===== config.mk =====
export PLATFORM = sky130hd
export DESIGN_NAME = muldiv_unit_flat
export DESIGN_NICKNAME = d
export VERILOG_FILES = /design/src/rtl/muldiv_unit_if.sv /design/src/rtl/muldiv_unit.sv /design/src/flat_wrapper.sv
export SDC_FILE = /design/constraint.sdc
export NUM_CORES = 1
export LEC_CHECK = 0
export ABC_AREA = 1
export CORE_MARGIN = 2
export CORE_UTILIZATION = 45
export DETAILED_ROUTE_END_ITERATION = 6
export GPL_ROUTABILITY_DRIVEN = 1
export MAX_ROUTING_LAYER = met4
export PLACE_DENSITY = 0.66
export SLEW_MARGIN = 20
export SYNTH_ARGS = -nofsm -noshare
export SYNTH_HDL_FRONTEND = slang
export SYNTH_SLANG_ARGS = --single-unit

===== constraint.sdc =====
create_clock -name clk -period 2.2 [get_ports clk]
set_input_delay 0.44 -clock clk [delete_from_list [all_inputs] [get_ports clk]]
set_output_delay 0.44 -clock clk [all_outputs]
set_load 0.05 [all_outputs]

===== src/rtl/muldiv_unit_if.sv =====
// Handshake and operand/result bundle between the EX stage and muldiv_unit.
// The EX stage drives through the master modport; the engine uses the slave modport.
interface muldiv_unit_if #(
    parameter int unsigned DATA_WIDTH = 32,
    parameter int unsigned OP_WIDTH   = 2
);
    logic                  start;
    logic [OP_WIDTH-1:0]   op;
    logic [DATA_WIDTH-1:0] operand_1;
    logic [DATA_WIDTH-1:0] operand_2;
    logic                  flush;
    logic                  busy;
    logic                  done;
    logic [DATA_WIDTH-1:0] hi_result;
    logic [DATA_WIDTH-1:0] lo_result;

    modport master (
        output start, op, operand_1, operand_2, flush,
        input  busy, done, hi_result, lo_result
    );

    modport slave (
        input  start, op, operand_1, operand_2, flush,
        output busy, done, hi_result, lo_result
    );
endinterface


===== src/rtl/muldiv_unit.sv =====
// Iterative signed/unsigned multiply/divide engine with start/busy/done handshake and flush abort.
// Optional MULDIV_FASTPATH_EN: zero-operand multiplies and divide-by-zero skip the CALC phase.
module muldiv_unit #(
    parameter int unsigned DATA_WIDTH = 32,
    parameter int unsigned OP_WIDTH   = 2
) (
    input  logic          clk,
    input  logic          rst_n,
    muldiv_unit_if.slave  bus
);

    localparam int unsigned W     = DATA_WIDTH;
    localparam int unsigned DW    = 2 * DATA_WIDTH;
    localparam int unsigned CNT_W = (DATA_WIDTH > 1) ? $clog2(DATA_WIDTH) : 1;

    typedef enum logic [2:0] {
        S_IDLE = 3'd0,
        S_PREP = 3'd1,
        S_CALC = 3'd2,
        S_FIX  = 3'd3,
        S_DONE = 3'd4
    } state_e;

    state_e           state_q, state_d;
    logic             is_div_q, is_div_d;
    logic             is_uns_q, is_uns_d;
    logic [W-1:0]     a_q, a_d;
    logic [W-1:0]     b_q, b_d;
    logic [DW-1:0]    acc_q, acc_d;
    logic [W-1:0]     opb_q, opb_d;
    logic [CNT_W-1:0] cnt_q, cnt_d;
    logic             res_neg_q, res_neg_d;
    logic             rem_neg_q, rem_neg_d;
    logic             zero_q, zero_d;
    logic             busy_q, busy_d;
    logic             done_q, done_d;
    logic [W-1:0]     hi_q, hi_d;
    logic [W-1:0]     lo_q, lo_d;

    logic [W-1:0]  abs_a, abs_b;
    logic          a_neg, b_neg;
    logic [W:0]    mul_sum;
    logic [W:0]    div_rem;
    logic [W:0]    div_diff;
    logic [DW-1:0] acc_neg;
    logic [W-1:0]  quo_neg, rem_neg_val;
    logic          mul_zero_c;

    // Datapath helpers shared by PREP, CALC and FIX
    always_comb begin
        a_neg       = ~is_uns_q & a_q[W-1];
        b_neg       = ~is_uns_q & b_q[W-1];
        abs_a       = a_neg ? (~a_q + W'(1)) : a_q;
        abs_b       = b_neg ? (~b_q + W'(1)) : b_q;
        mul_sum     = {1'b0, acc_q[DW-1:W]} + {1'b0, opb_q};
        div_rem     = {acc_q[DW-1:W], acc_q[W-1]};
        div_diff    = div_rem - {1'b0, opb_q};
        acc_neg     = ~acc_q + DW'(1);
        quo_neg     = ~acc_q[W-1:0] + W'(1);
        rem_neg_val = ~acc_q[DW-1:W] + W'(1);
        mul_zero_c  = ~is_div_q & ((a_q == '0) | (b_q == '0));
    end

    always_comb begin
        state_d   = state_q;
        is_div_d  = is_div_q;
        is_uns_d  = is_uns_q;
        a_d       = a_q;
        b_d       = b_q;
        acc_d     = acc_q;
        opb_d     = opb_q;
        cnt_d     = cnt_q;
        res_neg_d = res_neg_q;
        rem_neg_d = rem_neg_q;
        zero_d    = zero_q;
        hi_d      = hi_q;
        lo_d      = lo_q;

        unique case (state_q)
            S_IDLE: begin
                if (bus.start && !bus.flush) begin
                    is_div_d = bus.op[1];
                    is_uns_d = bus.op[0];
                    a_d      = bus.operand_1;
                    b_d      = bus.operand_2;
                    state_d  = S_PREP;
                end
            end
            S_PREP: begin
                if (bus.flush) begin
                    state_d = S_IDLE;
                end else begin
                    res_neg_d = a_neg ^ b_neg;
                    rem_neg_d = a_neg;
                    zero_d    = mul_zero_c;
                    cnt_d     = '0;
                    // Multiply keeps the multiplier in the low half; divide keeps the dividend there
                    if (is_div_q) begin
                        acc_d = {{W{1'b0}}, abs_a};
                        opb_d = abs_b;
                    end else begin
                        acc_d = {{W{1'b0}}, abs_b};
                        opb_d = abs_a;
                    end
                    state_d = S_CALC;
`ifdef MULDIV_FASTPATH_EN
                    if (mul_zero_c || (is_div_q && (b_q == '0))) begin
                        state_d = S_FIX;
                    end
`endif
                end
            end
            S_CALC: begin
                if (bus.flush) begin
                    state_d = S_IDLE;
                end else begin
                    if (is_div_q) begin
                        // Restoring step: subtract only when no borrow
                        acc_d = {div_diff[W] ? div_rem[W-1:0] : div_diff[W-1:0],
                                 acc_q[W-2:0], ~div_diff[W]};
                    end else if (acc_q[0]) begin
                        acc_d = {mul_sum, acc_q[W-1:1]};
                    end else begin
                        acc_d = {1'b0, acc_q[DW-1:1]};
                    end
                    cnt_d = cnt_q + CNT_W'(1);
                    if (cnt_q == CNT_W'(W - 1)) begin
                        state_d = S_FIX;
                    end
                end
            end
            S_FIX: begin
                if (bus.flush) begin
                    state_d = S_IDLE;
                end else begin
                    if (!is_div_q) begin
                        if (zero_q) begin
                            hi_d = '0;
                            lo_d = '0;
                        end else if (res_neg_q) begin
                            hi_d = acc_neg[DW-1:W];
                            lo_d = acc_neg[W-1:0];
                        end else begin
                            hi_d = acc_q[DW-1:W];
                            lo_d = acc_q[W-1:0];
                        end
                    end else if (b_q == '0) begin
                        // Divide by zero: all-ones quotient, remainder is the raw dividend
                        lo_d = '1;
                        hi_d = a_q;
                    end else begin
                        lo_d = res_neg_q ? quo_neg : acc_q[W-1:0];
                        hi_d = rem_neg_q ? rem_neg_val : acc_q[DW-1:W];
                    end
                    state_d = S_DONE;
                end
            end
            S_DONE: begin
                state_d = S_IDLE;
            end
            default: begin
                state_d = S_IDLE;
            end
        endcase

        busy_d = (state_d == S_PREP) || (state_d == S_CALC) || (state_d == S_FIX);
        done_d = (state_d == S_DONE);
    end

    always_ff @(posedge clk or negedge rst_n) begin
        if (!rst_n) begin
            state_q   <= S_IDLE;
            is_div_q  <= 1'b0;
            is_uns_q  <= 1'b0;
            a_q       <= '0;
            b_q       <= '0;
            acc_q     <= '0;
            opb_q     <= '0;
            cnt_q     <= '0;
            res_neg_q <= 1'b0;
            rem_neg_q <= 1'b0;
            zero_q    <= 1'b0;
            busy_q    <= 1'b0;
            done_q    <= 1'b0;
            hi_q      <= '0;
            lo_q      <= '0;
        end else begin
            state_q   <= state_d;
            is_div_q  <= is_div_d;
            is_uns_q  <= is_uns_d;
            a_q       <= a_d;
            b_q       <= b_d;
            acc_q     <= acc_d;
            opb_q     <= opb_d;
            cnt_q     <= cnt_d;
            res_neg_q <= res_neg_d;
            rem_neg_q <= rem_neg_d;
            zero_q    <= zero_d;
            busy_q    <= busy_d;
            done_q    <= done_d;
            hi_q      <= hi_d;
            lo_q      <= lo_d;
        end
    end

    assign bus.busy      = busy_q;
    assign bus.done      = done_q;
    assign bus.hi_result = hi_q;
    assign bus.lo_result = lo_q;

endmodule


===== src/flat_wrapper.sv =====
// flat-port wrapper written by rule: the top's interface ports become plain ports
module muldiv_unit_flat 
#(
    parameter int unsigned DATA_WIDTH = 32,
    parameter int unsigned OP_WIDTH   = 2
)
  (clk, rst_n, bus_start, bus_op, bus_operand_1, bus_operand_2, bus_flush, bus_busy, bus_done, bus_hi_result, bus_lo_result);
  muldiv_unit_if #(.DATA_WIDTH(DATA_WIDTH), .OP_WIDTH(OP_WIDTH)) bus_i ();
  input  logic clk;
  input  logic rst_n;
  input wire logic [$bits(bus_i.start)-1:0] bus_start;
  input wire logic [$bits(bus_i.op)-1:0] bus_op;
  input wire logic [$bits(bus_i.operand_1)-1:0] bus_operand_1;
  input wire logic [$bits(bus_i.operand_2)-1:0] bus_operand_2;
  input wire logic [$bits(bus_i.flush)-1:0] bus_flush;
  output wire logic [$bits(bus_i.busy)-1:0] bus_busy;
  output wire logic [$bits(bus_i.done)-1:0] bus_done;
  output wire logic [$bits(bus_i.hi_result)-1:0] bus_hi_result;
  output wire logic [$bits(bus_i.lo_result)-1:0] bus_lo_result;
  assign bus_i.start = bus_start;
  assign bus_i.op = bus_op;
  assign bus_i.operand_1 = bus_operand_1;
  assign bus_i.operand_2 = bus_operand_2;
  assign bus_i.flush = bus_flush;
  assign bus_busy = bus_i.busy;
  assign bus_done = bus_i.done;
  assign bus_hi_result = bus_i.hi_result;
  assign bus_lo_result = bus_i.lo_result;
  muldiv_unit #(.DATA_WIDTH(DATA_WIDTH), .OP_WIDTH(OP_WIDTH)) u_core (.clk(clk), .rst_n(rst_n), .bus(bus_i));
endmodule

# --- Word-level counts from Yosys, hierarchy flattened ---
# Index checks and enable logic that the tools add are counted.
word_totals:
  ff_bits: 239
  latchBits: 0
  mem_bits_rw: 0
  rom_bits: 0
  mem_count: 0
op_classes:
  addsub: 8
  multipliers: 0
  n_div: 0
  n_lt_le_gt_ge: 0
  n_eq_ne: 10
  shift: 0
  n_mux: 29
  bitwise_logic: 14
  reduce_logical: 12
ops:
  columns: ["operator", "n"]
  rows:
  - ["$mux 32", 15]
  - ["$mux 64", 4]
  - ["$add 32x1->32 const B", 4]
  - ["$not 32->32", 4]
  - ["$pmux 64 s2", 1]
  - ["$add 64x1->64 const B", 1]
  - ["$logic_not 32->1", 2]
  - ["$not 64->64", 1]
  - ["$add 32x32->33", 1]
  - ["$sub 33x32->33", 1]
  - ["$eq 3x2->1 const B", 4]
  - ["$mux 3", 4]
  - ["$pmux 3 s4", 1]
  - ["$mux 5", 2]
  - ["$pmux 5 s2", 1]
  - ["$eq 3x1->1 const B", 2]
  - ["$reduce_and 2->1", 3]
  - ["$add 5x1->5 const B", 1]
  - ["$eq 5x5->1 const B", 1]
  - ["$ne 2x2->1 const B", 2]
  - ["$not 1->1", 4]
  - ["$and 1x1->1", 3]
  - ["$eq 3x3->1 const B", 1]
  - ["$logic_not 3->1", 1]
  - ["8 further kinds", 9]

# --- Logic depth before layout (Yosys ltp) ---
depth:
  depth_word: 7
  depth_mapped: 19
  mapped_depth_nobuf: 18

# --- Least setup slack after synthesis ---
# OpenSTA, ideal clock, no wires.
synth_path:
  path_kind: "register to register"
  startpoint: "register u_core.acc_q[32]"
  endpoint: "register u_core.acc_q[48]"
  setup_time_ns: 0.120
  arrival_time_ns: 2.229
  required_time_ns: 2.080
  slack_ns: -0.149
  stages_incl_launch_ff: 18
  path_cell_list: "dfrtp_1 > clkinv_1 > fa_1 > inv_1 > nand2_1 > nand2_1 > nand3_1 > nand2_1 > nand2_1 > nand2_1 > nand2_2 > nand3_1 > nand2_4 > buf_8 > nand2_2 > nand2_1 > o21ai_1 > nand2_1"
synth_via:
  elab_chain_len: 5
  word_cells_on_any_way: 7
  classes_between: "add/sub (2); mux (5)"
synth_lines:
  columns: ["element", "line", "text"]
  rows:
  - ["start, declared", "muldiv_unit.sv:29", "logic [DW-1:0] acc_q, acc_d;"]
  - ["start signal, assigned", "muldiv_unit.sv:177", "acc_q <= '0;"]
  - ["start signal, assigned", "muldiv_unit.sv:193", "acc_q <= acc_d;"]
  - ["$sub 33x32->33 / $add 32x32->33 (equally long branches)", "muldiv_unit.sv:57, muldiv_unit.sv:55", null]
  - ["$mux 32 / $mux 64 (equally long branches)", "muldiv_unit.sv:119, muldiv_unit.sv:121", null]
  - ["$mux 64 *", "muldiv_unit.sv:117", "if (is_div_q) begin"]
  - ["$mux 64 *", "muldiv_unit.sv:114", "if (bus.flush) begin"]
  - ["$pmux 64 s2 *", "muldiv_unit.sv:79", "unique case (state_q)"]
# Mark *: on every way between the ends. The rest lies on a longest branch, timed or not. The select of a mux whose other input is x is not followed.
# A chain may end at the register's enable or synchronous reset.

# --- Final worst setup path ---
layout_path:
  startpoint: "register u_core.acc_q[51]"
  endpoint: "register u_core.acc_q[0]"
layout_via:
  elab_chain_len: 5
layout_lines:
  columns: ["element", "line", "text"]
  rows:
  - ["$sub 33x32->33", "muldiv_unit.sv:57", "div_diff = div_rem - {1'b0, opb_q};"]
  - ["$not 1->1", "muldiv_unit.sv:120", "acc_q[W-2:0], ~div_diff[W]};"]
  - ["$mux 64", "muldiv_unit.sv:117", null]
  - ["$mux 64", "muldiv_unit.sv:114", null]
  - ["$pmux 64 s2", "muldiv_unit.sv:79", null]
# No other way between the ends. The select of a mux whose other input is x is not followed.

==> metrics.cfg <==
[outcome]
outcome = complete, but fails checks
violations = DRC, setup timing

[floorplanning]
core-area_sq_um = 46700
dieArea_sq_um = 49100
io-pin-count = 136
num_rows = 79
die_w_um = 222
start_util_pct = 45.7
dieHeight_um = 222

[detailed_routing]
via_per_inst = 5.46
first_pass_iters = 7
remaining_drc_errors = 4
avgRoutedWirePerCell_um = 20.0
vias = 25700
wl_mm = 94.1
ant_nets = 0
drt_first_iter_violations = 2937

[clocking]
numCtsBuffers = 29
cts_buffer_depth = 3
clockRootBuffer = clkbuf_16
cts_sinks = 239
cts_max_level = 1
cts_tree = done
clk_latency_ns = 0.61
clk_pin_slew_ns = 0.06

[synth]
yosys_register_bits = 239
postSynthCellCount = 3469
async_flop_share_pct = 100
netlist_area_sq_um = 21300
synth_top_family_by_area = simple AND/OR/NAND/NOR gates
postSynth.topFlopCell = dfrtp_1
synth_mux_area_share_pct = 0.211
yosys.area.top_type = dfrtp_1
yosys.area_share.simple_pct = 39.5
avgSynthCellArea_sq_um = 6.15
synth_area_leaders = dfrtp_1, nand2_1, inv_1
ys_seq_area_share_pct = 28.0
ys_warn_count = 0
synth_cell_types = 53
synthXorXnorAreaFrac_pct = 3.57
synth_top_area_share_pct = 28.0
synth_compound_area_share_pct = 13.7
synth_nets = 3611
synth-adder-area-share_pct = 4.30
synth_edf_count = 0

[layout]
fillers = 4396
regArea_sq_um = 6010
diodes = 0
mostFrequentLayoutCells = nand2_1, buf_4, inv_1
multi_input_area_sq_um = 14800
final_core_util_pct = 65.2
nets = 4212
syn2layout_area_growth_pct = 42.7
drive_gt1_share_pct = 26.3
final_common_cell = nand2_1

[worst_setup_path]
startpoint_type = flop
r2r_cells = 12
arrival_ns = 2.87
r2r_start = u_core.acc_q[51]$_DFFE_PN0P_
critPathMaxFanout = 6
rrSetupSlack_ns = -0.19
rr_endpoint = u_core.acc_q[0]$_DFFE_PN0P_
required_ns = 2.69
end_kind = flop
timing_worst_setup_path_type = flop to flop

[place]
dpl.hpwl_mm = 75.0
numPortBuffers = 135
gp_congestion = 1.08
place_ws_ns = -0.194

[pwr]
leakage_nw = 15.8
p_int_mw = 24.6
vdd_drop_max_mv = 0.780
power_density_nw_per_um2 = 1690
p_comb_share_pct = 74.6
seq_power_share_pct = 15.4
finalPower_mw = 51.4
swShare_pct = 52.1
p_sw_mw = 26.8
clockPowerShare_pct = 10.0

[timing]
setup_ws_ns = -0.185
setup_viol = 36
final-hold-violation-count = 0
period_minus_slack_ns = 2.39
max_slew_margin_pct = 57.9
skew_ns = 0.0148
rsz0062_at_grt = true
fin_hold_ws_ns = 0.358
max_freq_ghz = 0.419
drv_slew = 0
fin_setup_tns_ns = -3.66
worstMarginPinSlew_ns = 0.632
period_share_pct = 108

[global_routing]
grt_pass1_vias = 23800
grt_usage_pct = 38.4
grt_max_degree = 118
antenna_found_initial = 0
grt_pass1_wl_mm = 141
grt_remaining_overflow = 0

[flow_run]
cap_viol_max_count = 0

[hold_path]
hp-class = primary input to asynchronous set/reset pin

cell type report:
cell class	count	share of cell area, %
Multi-Input combinational cell	2668	48.7
Clock buffer	44	2.93
Timing Repair Buffer	695	20.1
Inverter	435	5.52
Sequential cell	239	19.8
Timing Repair inverter	2	0.0576
Tap cell	607	2.50
Clock inverter	10	0.399
synthesized netlist by cell type (3+ instances only):
master,count
nand2_1,1152
inv_1,419
nor2_1,381
nand3_1,290
dfrtp_1,239
a21oi_1,221
o21ai_0,121
xor2_1,74
ha_1,70
clkbuf_1,68
o211ai_1,40
o21ai_1,40
nand4_1,38
buf_2,32
nor3_1,26
nand3b_1,23
nand3_2,22
nand2_2,19
o221ai_1,16
buf_1,14
inv_2,14
xnor2_1,13
a31oi_1,12
buf_6,11
o22a_1,11
nor2_2,10
a22oi_1,9
o21bai_1,9
a22o_1,7
nor2_4,7
nor4_1,7
o21ai_2,7
or2_2,6
a21o_1,4
mux2_2,4
o31ai_1,4
and3_1,3
buf_8,3
nor3_2,3
o22ai_1,3
timing repair:
action	4_1_cts	5_1_grt
pin swaps	44	97
gates resized for setup	190	378
setup endpoints to repair	120	148
hold buffers	1	0
hold endpoints to repair	40	0
gates cloned	3	5
setup buffers	21	25
how the worst max path moves through the flow:
stage                                         endpoint                          from  cells after the start  slack (ns)
after global placement    u_core.acc_q[47]$_DFFE_PN0P_  u_core.acc_q[54]$_DFFE_PN0P_                     13       -0.13
after global routing      u_core.acc_q[48]$_DFFE_PN0P_   u_core.opb_q[0]$_DFFE_PN0P_                     17       -0.25
after detailed placement  u_core.acc_q[61]$_DFFE_PN0P_   u_core.opb_q[0]$_DFFE_PN0P_                     13       -0.19
after floorplan           u_core.acc_q[37]$_DFFE_PN0P_  u_core.acc_q[31]$_DFFE_PN0P_                     18       0.005
final                      u_core.acc_q[0]$_DFFE_PN0P_  u_core.acc_q[51]$_DFFE_PN0P_                     12       -0.19
after CTS                 u_core.acc_q[46]$_DFFE_PN0P_  u_core.acc_q[49]$_DFFE_PN0P_                     16       -0.09
layer usage:
layer | vias up | GRT usage [%] | share of wire (%)
met4 | 0 | 17.2 | 5.5
met3 | 225 | 5.61 | 9.0
met2 | 1188 | 55.4 | 42
met5 | - | - | 0
li1 | 12400 | - | -
met1 | 11900 | 53.3 | 43
per-stage QoR:
stage | cell area [sq um] | instances
finish | 30400 | 4700
global route | 30400 | 4700
CTS | 28800 | 4673
detailed placement | 27000 | 4594
global placement | 27000 | 4594
floorplan | 21300 | 3469
state kept, by name, indices dropped and copies added (netlist names):
register,count
u_core.bus.hi_result,32
u_core.opb_q,32
u_core.zero_q,1
u_core.state_q,3
u_core.is_div_q,1
u_core.rem_neg_q,1
u_core.bus.busy,1
u_core.acc_q,64
u_core.bus.lo_result,32
u_core.is_uns_q,1
u_core.res_neg_q,1
u_core.cnt_q,5
u_core.b_q,32
u_core.a_q,32
u_core.bus.done,1
worst max-delay path, stage by stage, from the launching register on:
cell,delay (ns)
dfrtp_2,0.45
ha_1,0.32
nand2_1,0.11
nor2_4,0.13
and3_1,0.20
and2_1,0.20
nand2_4,0.11
nand2_4,0.12
nand2_4,0.08
nand2_8,0.12
buf_8,0.14
nand2_4,0.06
a31o_1,0.24
power by group through the flow:
stage	sequential, mW	combinational, mW	clock (mW)
3_3_place_gp	7.73	32.9	0
4_1_cts	7.73	34.8	5.17
6_report	7.93	38.3	5.13
5_1_grt	8.07	41.2	5.33
2_1_floorplan	9.24	16.9	0
3_5_place_dp	7.78	32.9	0
logic make-up (layout without fill, tap and decap cells):
family | Yosys count | count (layout)
compound gates | 510 | 510
xor+xnor | 87 | 87
fa+ha+maj | 72 | 72
buf+inv | 563 | 1186
flops | 239 | 239
mux | 4 | 4
simple gates | 1994 | 1995
(Power assumes the default switching activity.)
